==> src/rtl/axis_video_pkg.sv <==
// Shared constants for the AXI-Stream video frame checker: default raster size,
// FSM encoding, error bit positions and the backpressure LFSR definition.
package axis_video_pkg;

    localparam int DEF_H_ACTIVE = 1920;
    localparam int DEF_V_ACTIVE = 1080;

    typedef enum logic {
        WAIT_SOF = 1'b0,
        IN_FRAME = 1'b1
    } state_t;

    localparam int ERR_SHORT_LINE  = 0;
    localparam int ERR_LONG_LINE   = 1;
    localparam int ERR_EARLY_SOF   = 2;
    localparam int ERR_SOF_MISSING = 3;

    localparam logic [15:0] LFSR_SEED = 16'hACE1;
    // Taps 16,14,13,11 in right-shifting form: feedback is the XOR of bits 0,2,3,5.
    localparam logic [15:0] LFSR_TAPS = 16'h002D;

    function automatic logic [15:0] lfsr_next(input logic [15:0] q);
        return {^(q & LFSR_TAPS), q[15:1]};
    endfunction

endpackage

==> src/rtl/axis_bp_lfsr.sv <==
// 16-bit Fibonacci LFSR used as a pseudo-random backpressure source.
// One step per enabled cycle; no handshake.
module axis_bp_lfsr
    import axis_video_pkg::*;
(
    input  logic        clk_in,
    input  logic        reset_n,
    input  logic        en,
    output logic [15:0] q
);

    always_ff @(posedge clk_in or negedge reset_n) begin
        if (!reset_n) begin
            q <= LFSR_SEED;
        end else if (en) begin
            q <= lfsr_next(q);
        end
    end

endmodule

==> config.mk <==
export PLATFORM = sky130hd
export DESIGN_NAME = axis_bp_lfsr
export DESIGN_NICKNAME = d
export VERILOG_FILES = /design/src/rtl/axis_video_pkg.sv /design/src/rtl/axis_bp_lfsr.sv
export SDC_FILE = /design/constraint.sdc
export NUM_CORES = 1
export LEC_CHECK = 0
export BUFFER_PORTS_ARGS = -buffer_cell sky130_fd_sc_hd__clkbuf_2
export CAP_MARGIN = 30
export CELL_PAD_IN_SITES_DETAIL_PLACEMENT = 1
export CELL_PAD_IN_SITES_GLOBAL_PLACEMENT = 1
export CORE_MARGIN = 2
export CORE_UTILIZATION = 43
export CTS_CLUSTER_SIZE = 12
export DETAILED_ROUTE_END_ITERATION = 10
export PLACE_DENSITY_LB_ADDON = 0.1
export REMOVE_ABC_BUFFERS = 1
export SYNTH_ARGS = -nofsm -noshare
export SYNTH_HDL_FRONTEND = slang
export SYNTH_SLANG_ARGS = --single-unit
==> constraint.sdc <==
create_clock -name clk_in -period 1.8 [get_ports clk_in]
set_clock_uncertainty 0.05 [all_clocks]
set_input_delay 0.18 -clock clk_in [delete_from_list [all_inputs] [get_ports clk_in]]
set_output_delay 0.18 -clock clk_in [all_outputs]
set_load 0.1 [all_outputs]
==> flow_summary.ini <==
[sta]
tightest_slew_ns = 0.557
report.final.slew_viol_count = 0
slew-limit-headroom = 0.630
rsz0062_at_grt = false
max_freq_ghz = 0.644
setup_violations = 0
setup_tns_ns = 0
post-route-min-period_ns = 1.55
period_share = 0.863
hold_violations = 0

[layout]
area_delta_synth_final_pct = 16.5
largest_reg_flops = 16
nNetsFinal = 63
layout_common_cells = 18 x clkbuf_2, 8 x mux2_4, 8 x dfstp_2, 8 x dfrtp_1, 7 x mux2_2
final_common_cell = clkbuf_2
num_antenna_cells = 0
regMostFlops = q
reg.largest.list = q: 16 flops
drive_gt1_frac = 0.759
postLayoutCoreUtil = 0.529

[global_route]
grtUsageTotal = 0.146
grt_max_degree = 18
antenna_found_initial = 0
grt_overflow = 0
grt_pass1_wl_um = 1970
grt_pass1_vias = 393

[clock_tree]
cts_setup_buffers = 0
clk_path_buf_depth = 2
clkTransAtPathRegs_ns = 0.09
cts-root-buf = clkbuf_4
numCtsBuffers = 3
clock_sinks = 16
cts.htree.levels = 1
clk_latency_ns = 0.27
cts_tree = done
cts_resized = 0
ctsHoldBuffers = 1

[die]
row_count = 14
die-width_um = 43.6
core_um2 = 1490
start_util = 0.454
die-height_um = 43.6
io_pins = 19
fp.dieArea_um2 = 1900

[setup_path]
worstPathRequired_ns = 1.57
timing.critical_path.fanout_max = 4
arrival_ns = 1.32
cp_cell_sequence = clkbuf_2
cp_num_buf_inv = 1
critPathTopFamily = flip-flops
timing.reg2reg.setup_slack_ns = 0.70
critPathLaunchType = register
crit_slowest_cell = dfstp_2
crit_path_end_kind = output pin
critical_path.max_stage_delay_ns = 0.58
critical_path_class = reg2out

[synth]
yosysTopAreaCellShare = 0.311
synth_top_area_cell = dfstp_2
ys_seq_area_frac = 0.607
ys_ff_latch = 16
yosys-top-cells-area = dfstp_2 31%, dfrtp_1 30%, mux2_4 18%
yosysUniqueCellTypes = 9
syn_inst = 38
yosysWarnings = 0
syn_area_um2 = 676
syn_area_per_cell_um2 = 17.8

[drt]
drc = 0
wirelength_um = 1190
vias = 367
wl_per_cell_um = 16.0
avgViaCountPerCell = 4.96
firstDrtPassIters = 4
antenna_left = 0
first_iter_violations = 4

[flow_run]
max-cap-violations = 0

[place]
io_buffer_count = 18
gp_congestion = 0.678

[hold_path]
min_path_type = in2async

[run_status]
status = finished clean
cells by family (layout without fill, tap and decap cells):
group | after synthesis | count (layout) | synth area share
simple gates | 1 | 1 | 0.00555
mux | 15 | 15 | 0.294
buf+inv | 2 | 22 | 0.0463
xor+xnor | 3 | 3 | 0.0389
compound gates | 1 | 1 | 0.00740
flops | 16 | 16 | 0.607
worst reg2reg max path: cells and delay by family, from the launching register on:
family         cells  cell delay [ns]
AO/OA/AOI/OAI      1             0.09
XOR/XNOR           2             0.29
flip-flops         1             0.58
cell type report:
cell class	instances	area [µm²]
Timing Repair Buffer	19	100
Multi-Input combinational cell	20	234
Tap cell	16	20.0
Fill cell	154	702
Clock buffer	3	22.5
Sequential cell	16	410
path summary, 6_finish.rpt:
path,from,endpoint,depth (start not counted)
worst max-delay path,q[5],q[5],1
worst min-delay path,reset_n,q[8],2
worst max register to register,q[5],q[15],3
worst min register to register,q[15],q[15],2
max in group asynchronous,reset_n,q[15],2
min in group clk_in,en,q[15],2
stage by stage:
| stage | setup slack (ns) | cells | area (µm²) | hold slack [ns] |
|---|---|---|---|---|
| floorplan | 0.274 | 36 | 644 | -0.166 |
| global placement | 0.582 | 70 | 754 | 0.0524 |
| detailed placement | 0.562 | 70 | 754 | 0.0757 |
| CTS | 0.238 | 74 | 787 | 0.303 |
| global route | 0.199 | 74 | 787 | 0.312 |
| finish | 0.247 | 74 | 787 | 0.296 |
synthesized netlist by cell type:
library cell  number
a21oi_1            1
buf_12             1
buf_6              1
dfrtp_1            8
dfstp_2            8
mux2_2             7
mux2_4             8
nor2_1             1
xnor2_1            3
routing by layer:
layer / GRT usage / vias to the layer above / share of wire
li1: - / 171 / -
met1: 0.191 / 186 / 0.44
met2: 0.224 / 10 / 0.51
met3: 0.0417 / 0 / 0.051
met4: 0.0727 / 0 / 0
met5: 0 / - / 0
Power is left out: the tool's default activity adds up to more than one toggle a clock period on the data nets, which glitch-free logic cannot reach.
